[config.mk]
export PLATFORM = sky130hd
export DESIGN_NAME = mem_arbiter_flat
export DESIGN_NICKNAME = d
export VERILOG_FILES = /design/src/rtl/mem_arbiter_if.sv /design/src/rtl/mem_arbiter.sv /design/src/flat_wrapper.sv
export SDC_FILE = /design/constraint.sdc
export NUM_CORES = 1
export LEC_CHECK = 0
export CORE_MARGIN = 3
export CORE_UTILIZATION = 33
export CTS_CLUSTER_SIZE = 20
export DETAILED_ROUTE_END_ITERATION = 10
export PLACE_DENSITY = 0.82
export SLEW_MARGIN = 20
export SYNTH_ARGS = -nofsm -noshare
export SYNTH_HDL_FRONTEND = slang
export SYNTH_SLANG_ARGS = --single-unit
[constraint.sdc]
create_clock -name clk -period 1.57 [get_ports clk]
set_input_delay 0.314 -clock clk [delete_from_list [all_inputs] [get_ports clk]]
set_output_delay 0.314 -clock clk [all_outputs]
set_load 0.005 [all_outputs]
[src/rtl/mem_arbiter_if.sv]
// mem_arbiter_if: bundles the CPU port, debug port and memory-side signals
// of the VeriRISC memory arbiter.
// slave  : the arbiter's view (takes requests, drives grants and memory strobes)
// master : the environment's view (requesters plus the memory model)
// Handshake: a requester raises req with we/addr/wdata stable, the arbiter
// answers with gnt for the whole access and a one-cycle done pulse after it;
// the requester drops req at the edge that ends its done cycle, and a req
// still high in the following IDLE cycle is a new request.
interface mem_arbiter_if #(
    parameter int AWIDTH = 5,
    parameter int DWIDTH = 8
);
    logic              cpu_req;
    logic              cpu_we;
    logic [AWIDTH-1:0] cpu_addr;
    logic [DWIDTH-1:0] cpu_wdata;
    logic              cpu_gnt;
    logic              cpu_done;

    logic              dbg_req;
    logic              dbg_we;
    logic [AWIDTH-1:0] dbg_addr;
    logic [DWIDTH-1:0] dbg_wdata;
    logic              dbg_gnt;
    logic              dbg_done;

    logic              mem_rd;
    logic              mem_wr;
    logic [AWIDTH-1:0] mem_addr;
    logic [DWIDTH-1:0] mem_wdata;
    logic [DWIDTH-1:0] mem_rdata;
    logic [DWIDTH-1:0] rdata_q;
    logic              busy;

    modport slave (
        input  cpu_req, cpu_we, cpu_addr, cpu_wdata,
        input  dbg_req, dbg_we, dbg_addr, dbg_wdata,
        input  mem_rdata,
        output cpu_gnt, cpu_done, dbg_gnt, dbg_done,
        output mem_rd, mem_wr, mem_addr, mem_wdata, rdata_q, busy
    );

    modport master (
        output cpu_req, cpu_we, cpu_addr, cpu_wdata,
        output dbg_req, dbg_we, dbg_addr, dbg_wdata,
        output mem_rdata,
        input  cpu_gnt, cpu_done, dbg_gnt, dbg_done,
        input  mem_rd, mem_wr, mem_addr, mem_wdata, rdata_q, busy
    );
endinterface

[src/rtl/mem_arbiter.sv]
// mem_arbiter: shares the single-port VeriRISC memory between the CPU and a
// debug/loader port. One access at a time, IDLE -> ACCESS (ACCESS_CYCLES
// cycles) -> DONE -> IDLE. Read strobe is held for the whole access, the
// write strobe only in its final cycle. Read data is captured at the end of
// a read and held until the next read or reset.
// Optional feature: define MEM_ARB_RR_EN for round-robin on a tie (the port
// that did not win last time wins, first tie after reset goes to the CPU);
// without it the CPU always wins a tie.
// state_dbg exposes the FSM state (IDLE=0, ACCESS=1, DONE=2).
module mem_arbiter #(
    parameter int AWIDTH        = 5,
    parameter int DWIDTH        = 8,
    parameter int ACCESS_CYCLES = 2
) (
    input  logic         clk,
    input  logic         rst_,
    mem_arbiter_if.slave bus,
    output logic [1:0]   state_dbg
);
    typedef enum logic [1:0] {
        S_IDLE   = 2'd0,
        S_ACCESS = 2'd1,
        S_DONE   = 2'd2
    } state_t;

    localparam int CW = (ACCESS_CYCLES > 1) ? $clog2(ACCESS_CYCLES) : 1;
    localparam logic [CW-1:0] CNT_LOAD = CW'(ACCESS_CYCLES - 1);
    localparam logic OWN_CPU = 1'b0;
    localparam logic OWN_DBG = 1'b1;

    state_t            state_q, state_d;
    logic [CW-1:0]     cnt_q;
    // Owner of the current/last access; with round-robin enabled this is
    // also the last_gnt history, hence the DBG reset value.
    logic              owner_q;
    logic              we_q;
    logic [AWIDTH-1:0] addr_q;
    logic [DWIDTH-1:0] wdata_q;
    logic [DWIDTH-1:0] rdata_r;
    logic              any_req;
    logic              win;

    assign any_req = bus.cpu_req | bus.dbg_req;

    // Pick the winner among the requests currently seen in IDLE.
    always_comb begin
        win = OWN_CPU;
        if (bus.cpu_req && bus.dbg_req) begin
`ifdef MEM_ARB_RR_EN
            win = (owner_q == OWN_CPU) ? OWN_DBG : OWN_CPU;
`else
            win = OWN_CPU;
`endif
        end else if (bus.dbg_req) begin
            win = OWN_DBG;
        end
    end

    // FSM state register; reset aborts any access in flight.
    always_ff @(posedge clk or negedge rst_) begin
        if (!rst_) state_q <= S_IDLE;
        else       state_q <= state_d;
    end

    // FSM next-state decode.
    always_comb begin
        state_d = state_q;
        case (state_q)
            S_IDLE:   if (any_req) state_d = S_ACCESS;
            S_ACCESS: if (cnt_q == '0) state_d = S_DONE;
            S_DONE:   state_d = S_IDLE;
            default:  state_d = S_IDLE;
        endcase
    end

    // Latch the winner's request on grant, count the access, capture read data.
    always_ff @(posedge clk or negedge rst_) begin
        if (!rst_) begin
            cnt_q   <= '0;
            owner_q <= OWN_DBG;
            we_q    <= 1'b0;
            addr_q  <= '0;
            wdata_q <= '0;
            rdata_r <= '0;
        end else begin
            case (state_q)
                S_IDLE: begin
                    if (any_req) begin
                        owner_q <= win;
                        we_q    <= (win == OWN_DBG) ? bus.dbg_we    : bus.cpu_we;
                        addr_q  <= (win == OWN_DBG) ? bus.dbg_addr  : bus.cpu_addr;
                        wdata_q <= (win == OWN_DBG) ? bus.dbg_wdata : bus.cpu_wdata;
                        cnt_q   <= CNT_LOAD;
                    end
                end
                S_ACCESS: begin
                    if (cnt_q != '0) cnt_q <= cnt_q - CW'(1);
                    else if (!we_q)  rdata_r <= bus.mem_rdata;
                end
                default: ;
            endcase
        end
    end

    // All outputs decode registered state only; no req-to-gnt path.
    assign bus.cpu_gnt   = (state_q == S_ACCESS) && (owner_q == OWN_CPU);
    assign bus.dbg_gnt   = (state_q == S_ACCESS) && (owner_q == OWN_DBG);
    assign bus.cpu_done  = (state_q == S_DONE)   && (owner_q == OWN_CPU);
    assign bus.dbg_done  = (state_q == S_DONE)   && (owner_q == OWN_DBG);
    assign bus.mem_rd    = (state_q == S_ACCESS) && !we_q;
    assign bus.mem_wr    = (state_q == S_ACCESS) && we_q && (cnt_q == '0);
    assign bus.mem_addr  = addr_q;
    assign bus.mem_wdata = wdata_q;
    assign bus.rdata_q   = rdata_r;
    assign bus.busy      = (state_q != S_IDLE);
    assign state_dbg     = state_q;
endmodule
[src/flat_wrapper.sv]
// flat-port wrapper written by rule: the top's interface ports become plain ports
module mem_arbiter_flat 
#(
    parameter int AWIDTH        = 5,
    parameter int DWIDTH        = 8,
    parameter int ACCESS_CYCLES = 2
)
  (clk, rst_, state_dbg, bus_cpu_req, bus_cpu_we, bus_cpu_addr, bus_cpu_wdata, bus_dbg_req, bus_dbg_we, bus_dbg_addr, bus_dbg_wdata, bus_mem_rdata, bus_cpu_gnt, bus_cpu_done, bus_dbg_gnt, bus_dbg_done, bus_mem_rd, bus_mem_wr, bus_mem_addr, bus_mem_wdata, bus_rdata_q, bus_busy);
  mem_arbiter_if #(.AWIDTH(AWIDTH), .DWIDTH(DWIDTH)) bus_i ();
  input  logic clk;
  input  logic rst_;
  output logic [1:0] state_dbg;
  input wire logic [$bits(bus_i.cpu_req)-1:0] bus_cpu_req;
  input wire logic [$bits(bus_i.cpu_we)-1:0] bus_cpu_we;
  input wire logic [$bits(bus_i.cpu_addr)-1:0] bus_cpu_addr;
  input wire logic [$bits(bus_i.cpu_wdata)-1:0] bus_cpu_wdata;
  input wire logic [$bits(bus_i.dbg_req)-1:0] bus_dbg_req;
  input wire logic [$bits(bus_i.dbg_we)-1:0] bus_dbg_we;
  input wire logic [$bits(bus_i.dbg_addr)-1:0] bus_dbg_addr;
  input wire logic [$bits(bus_i.dbg_wdata)-1:0] bus_dbg_wdata;
  input wire logic [$bits(bus_i.mem_rdata)-1:0] bus_mem_rdata;
  output wire logic [$bits(bus_i.cpu_gnt)-1:0] bus_cpu_gnt;
  output wire logic [$bits(bus_i.cpu_done)-1:0] bus_cpu_done;
  output wire logic [$bits(bus_i.dbg_gnt)-1:0] bus_dbg_gnt;
  output wire logic [$bits(bus_i.dbg_done)-1:0] bus_dbg_done;
  output wire logic [$bits(bus_i.mem_rd)-1:0] bus_mem_rd;
  output wire logic [$bits(bus_i.mem_wr)-1:0] bus_mem_wr;
  output wire logic [$bits(bus_i.mem_addr)-1:0] bus_mem_addr;
  output wire logic [$bits(bus_i.mem_wdata)-1:0] bus_mem_wdata;
  output wire logic [$bits(bus_i.rdata_q)-1:0] bus_rdata_q;
  output wire logic [$bits(bus_i.busy)-1:0] bus_busy;
  assign bus_i.cpu_req = bus_cpu_req;
  assign bus_i.cpu_we = bus_cpu_we;
  assign bus_i.cpu_addr = bus_cpu_addr;
  assign bus_i.cpu_wdata = bus_cpu_wdata;
  assign bus_i.dbg_req = bus_dbg_req;
  assign bus_i.dbg_we = bus_dbg_we;
  assign bus_i.dbg_addr = bus_dbg_addr;
  assign bus_i.dbg_wdata = bus_dbg_wdata;
  assign bus_i.mem_rdata = bus_mem_rdata;
  assign bus_cpu_gnt = bus_i.cpu_gnt;
  assign bus_cpu_done = bus_i.cpu_done;
  assign bus_dbg_gnt = bus_i.dbg_gnt;
  assign bus_dbg_done = bus_i.dbg_done;
  assign bus_mem_rd = bus_i.mem_rd;
  assign bus_mem_wr = bus_i.mem_wr;
  assign bus_mem_addr = bus_i.mem_addr;
  assign bus_mem_wdata = bus_i.mem_wdata;
  assign bus_rdata_q = bus_i.rdata_q;
  assign bus_busy = bus_i.busy;
  mem_arbiter #(.AWIDTH(AWIDTH), .DWIDTH(DWIDTH), .ACCESS_CYCLES(ACCESS_CYCLES)) u_core (.clk(clk), .rst_(rst_), .bus(bus_i), .state_dbg(state_dbg));
endmodule
**Yosys cells after proc, flatten, opt, wreduce, memory -nomap -nowiden**

Cells that the tools add are included.

- Input port bits: 40
- Output and inout port bits: 30
- Bits in registers: 26
- RAM bits: 0
- Latch bits: 0
- Memories kept: 0
- Bits in read-only memories: 0
- Logic and storage cells: 43

- Magnitude comparators: 0
- Multiply operators: 0
- Mux-type cells: 11
- Div/mod/pow operators: 0
- $add $sub $neg: 1
- Shift-type cells: 0
- Reduce and logical (&&, ||, !) cells: 16
- Bitwise logic cells: 4
- Equality and inequality tests: 4

Operators with widths:

| cell | number |
|---|---|
| logical AND 1 bit | 8 |
| two-way mux 8 bit | 1 |
| AND reduction 2 bit | 3 |
| two-way mux 1 bit | 5 |
| two-way mux 5 bit | 1 |
| two-way mux 2 bit | 2 |
| one-hot mux 2 bit (2 select lines) | 1 |
| nonzero test 2 bit | 2 |
| NOT 1 bit | 3 |
| AND reduction 3 bit | 1 |
| equality test 2 x 1 -> 1 bit, second input constant | 1 |
| equality test 2 bit, second input constant | 1 |
| zero test 2 bit | 1 |
| inequality test 2 x 1 -> 1 bit, second input constant | 1 |
| inequality test 2 bit, second input constant | 1 |
| one-hot mux 1 bit (2 select lines) | 1 |
| zero test 1 bit | 1 |
| bitwise OR 1 bit | 1 |
| subtractor 1 bit, second input constant | 1 |

**Depth between registers and ports, before layout**

- Depth after elaboration: 3
- Depth in mapped cells: 4

**Worst setup path after synthesis**

No wires, ideal clock.

- Path kind: register -> register
- Start point: register u_core.state_q[1], in the netlist u_core.state_dbg[1]
- End point: register u_core.rdata_r[0], in the netlist u_core.bus.rdata_q[0]
- Setup time: 125 ps
- Setup slack: 69 ps
- Stages on the path, launching flop included: 5
- Required time: 1,445 ps
- Arrival: 1,377 ps
- Cells stage by stage: dfrtp_1 -> nand2b_1 -> clkbuf_1 -> nor3_4 -> mux2_2

- Longest elaborated chain between the ends: 2

RTL lines:

| what | line | source |
|---|---|---|
| start: declaration | mem_arbiter.sv:31 | `state_t state_q, state_d;` |
| start signal: assignment | mem_arbiter.sv:62 | `else state_q <= state_d;` |
| equality test 2 x 1 -> 1 bit | mem_arbiter.sv:86 | `case (state_q)` |
| AND reduction 3 bit (no line) | - |  |
| end signal: assignment | mem_arbiter.sv:98 | `else if (!we_q) rdata_r <= bus.mem_rdata;` |
| end: declaration | mem_arbiter.sv:39 | `logic [DWIDTH-1:0] rdata_r;` |

No other way between the ends.
A chain may end at the register's enable or synchronous reset.

**Worst setup path in the final report**

- Start point: register u_core.state_q[0], in the netlist u_core.state_dbg[0]
- End point: register u_core.wdata_q[2], in the netlist u_core.bus.mem_wdata[2]

- Longest elaborated chain between the ends: 2

RTL lines:

| what | line | source |
|---|---|---|
| zero test 2 bit | mem_arbiter.sv:86 |  |
| AND reduction 2 bit (no line) | - |  |
| end signal: assignment | mem_arbiter.sv:92 | `wdata_q <= (win == OWN_DBG) ? bus.dbg_wdata : bus.cpu_wdata;` |
| end: declaration | mem_arbiter.sv:38 | `logic [DWIDTH-1:0] wdata_q;` |

No other way between the ends.

==> results.py <==
metrics = {
    "run_status": {
        "outcome": "finished with violations",
        "violations": "negative setup slack",
    },
    "routing": {
        "ant_nets": 0,
        "wl_um": 3710,
        "via_per_inst": 4.57,
        "drcViolationCount": 0,
        "dr.first_iter.drc_count": 29,
        "post_drt_wl_per_cell_um": 16.6,
        "drtPass1Iterations": 4,
        "via_count": 1019,
    },
    "pwr": {
        "power_mw": 4.14,
        "p_leak_nw": 1.08,
        "irDropWorstVdd_v": 0.000759,
        "p_per_area_mw_per_mm2": 1800,
    },
    "floorplan": {
        "dieHeight_um": 66.0,
        "fp.dieW_um": 66.0,
        "io_pins": 70,
        "floorplan.rows": 21,
        "core_area_mm2": 0.00339,
        "start_util_pct": 35.1,
        "dieArea_mm2": 0.00436,
    },
    "placed_design": {
        "numPortBuffers": 69,
        "dp_hpwl_um": 2460,
        "dpl.cell_count": 210,
        "place_congestion": 0.697,
    },
    "timing": {
        "slew_violations": 0,
        "slew_headroom_pct": 78.6,
        "tightest_slew_ps": 320,
        "fin_skew_ps": 4.32,
        "rsz0062_at_grt": "true",
        "fin_ws_ps": -58.0,
        "fin_crit_ps": 1630,
        "finalCritPeriodShare_pct": 104,
        "fmax_mhz": 614,
        "finalSetupViolCount": 16,
        "whs_ps": 340,
        "finalSetupTns_ps": -538,
        "hold_viol_final": 0,
    },
    "clocking": {
        "cts_tree": "done",
        "h-tree-depth": 1,
        "clock-sinks": 26,
        "clk_path_buf_depth": 2,
        "cts_buffers": 3,
        "clk_latency_ps": 320,
        "clk_pin_slew_ps": 140,
        "clockRootBuffer": "clkbuf_4",
    },
    "yosys": {
        "seq_area_frac_synth_pct": 54.8,
        "synthesis.area_mm2": 0.00119,
        "syn_nets": 125,
        "yosys_warnings": 0,
        "synth_cell_type_count": 16,
        "synthCells": 85,
        "synth_area_per_cell_um2": 14.0,
        "ys_ff_latch": 26,
    },
    "cells_and_area": {
        "final_common_cell": "clkdlybuf4s50_1",
        "nets": 218,
        "diodes": 0,
        "fin_cells": 223,
        "drive_gt1_share_pct": 44.6,
        "synthToLayoutAreaGrowth_pct": 94.0,
        "layout_common_cells": "clkdlybuf4s50_1, dfrtp_1, mux2_4",
    },
    "grt": {
        "grt_max_degree": 27,
        "track_usage_pct": 15.2,
        "antenna_found_initial": 0,
        "grt_first_pass_wirelength_um": 5010,
        "gr-total-overflow": 0,
        "grt_pass1_vias": 1083,
    },
    "critical_path": {
        "endpoint_kind": "register",
        "worstSetupPathType": "reg2reg",
        "critPathArrivalTime_ps": 1850,
        "cp_slowest_stage_delay_ps": 480,
        "setup.worst_path.start_class": "register",
        "critPathRequiredTime_ps": 1790,
        "worst-path-max-fanout": 7,
        "path_cells": "buf_6 > buf_6 > nor3_4 > clkbuf_16 > mux2_4",
        "slowest_stage": "dfrtp_2",
        "cp_common_cell": "buf_6",
    },
    "min_path": {
        "hold_path.class": "in2async",
    },
    "run": {
        "cap_violations": 0,
    },
}
sequential cells by signal, indices dropped and copies added (netlist names):
register and cells:
u_core.bus.mem_addr 5, u_core.bus.mem_wdata 8, u_core.owner_q 1, u_core.we_q 1, u_core.state_dbg 2, u_core.bus.rdata_q 8
u_core.cnt_q 1
cell usage after synthesis:
| cell | n | area share [%] |
|---|---|---|
| mux2_2 | 31 | 29 |
| dfrtp_1 | 25 | 53 |
| nor2_1 | 6 | 1.9 |
| mux2_1 | 5 | 4.7 |
| inv_1 | 3 | 0.95 |
| a21oi_1 | 2 | 0.84 |
| buf_2 | 2 | 0.84 |
| nand2b_1 | 2 | 1.1 |
| nor3b_1 | 2 | 1.3 |
| a21o_1 | 1 | 0.63 |
| and2_1 | 1 | 0.53 |
| clkbuf_1 | 1 | 0.32 |
| dfstp_2 | 1 | 2.2 |
| nor3_2 | 1 | 0.84 |
| nor3_4 | 1 | 1.4 |
| o22ai_1 | 1 | 0.53 |
what timing repair did:
action	in CTS	in global routing
hold buffers	0	0
buffers inserted	4	4
gates resized for setup	23	50
setup endpoints to repair	17	33
cloned	0	1
pin swaps	2	4
per-layer routing:
metal	part of all wire [%]	track usage (%)	up-vias
met5	0	0	-
li1	-	-	483
met4	0.22	3.81	0
met2	53	28.5	39
met3	6.8	2.89	2
met1	40	17.4	495
layout make-up:
type,instances,area [µm²]
repair buffers,91,922
fillers,251,1080
flip-flops and latches,26,653
clock buffers,4,26.3
well taps,46,57.6
multi-input cells,53,636
inverters,3,11.3
critical path, delay by kind of cell (launching register included):
kind	cells	cell delay, ps
DFF	1	480
and+or+nand+nor	1	290
buffers and inverters	3	470
muxes	1	300
per-stage QoR:
| step | worst slack [ps] | area, µm² | util [%] |
|---|---|---|---|
| 5_1_grt | -99.8 | 2310 | 68.0 |
| 6_report | -58.0 | 2310 | 68.0 |
| 4_1_cts | -98.1 | 2140 | 63.1 |
| 3_3_place_gp | -232 | 2060 | 60.7 |
| 2_1_floorplan | 68.6 | 1190 | - |
| 3_5_place_dp | -271 | 2060 | 60.7 |
power breakdown:
| group | internal (mW) | switching (mW) | total (mW) |
|---|---|---|---|
| Sequential | 1.03 | 0.241 | 1.27 |
| Combinational | 1.75 | 0.828 | 2.58 |
| Clock | 0.0993 | 0.195 | 0.294 |
| Total | 2.88 | 1.26 | 4.14 |
final timing paths:
path	start	end	slack, ps	cells after the start
setup reg to reg	u_core.state_dbg[0]$_DFFE_PN0P_	u_core.bus.mem_wdata[2]$_DFFE_PN0P_	-60	5
setup / recovery	u_core.state_dbg[0]$_DFFE_PN0P_	u_core.bus.mem_wdata[2]$_DFFE_PN0P_	-60	5
hold / removal	rst_	u_core.bus.rdata_q[1]$_DFFE_PN0P_	340	2
min in group clk	u_core.bus.mem_wdata[0]$_DFFE_PN0P_	u_core.bus.mem_wdata[0]$_DFFE_PN0P_	530	1
hold reg to reg	u_core.bus.mem_wdata[0]$_DFFE_PN0P_	u_core.bus.mem_wdata[0]$_DFFE_PN0P_	530	1
max in group asynchronous	rst_	u_core.owner_q$_DFFE_PN1P_	1010	2
cell families (layout without fill, tap and decap cells):
group,count (synthesis),count (layout),synth area share [%]
flops,26,26,54.8
simple gates,13,13,6.95
buf+inv,6,98,2.10
mux,36,36,34.1
compound gates,4,4,2.00
(Power assumes the default switching activity.)
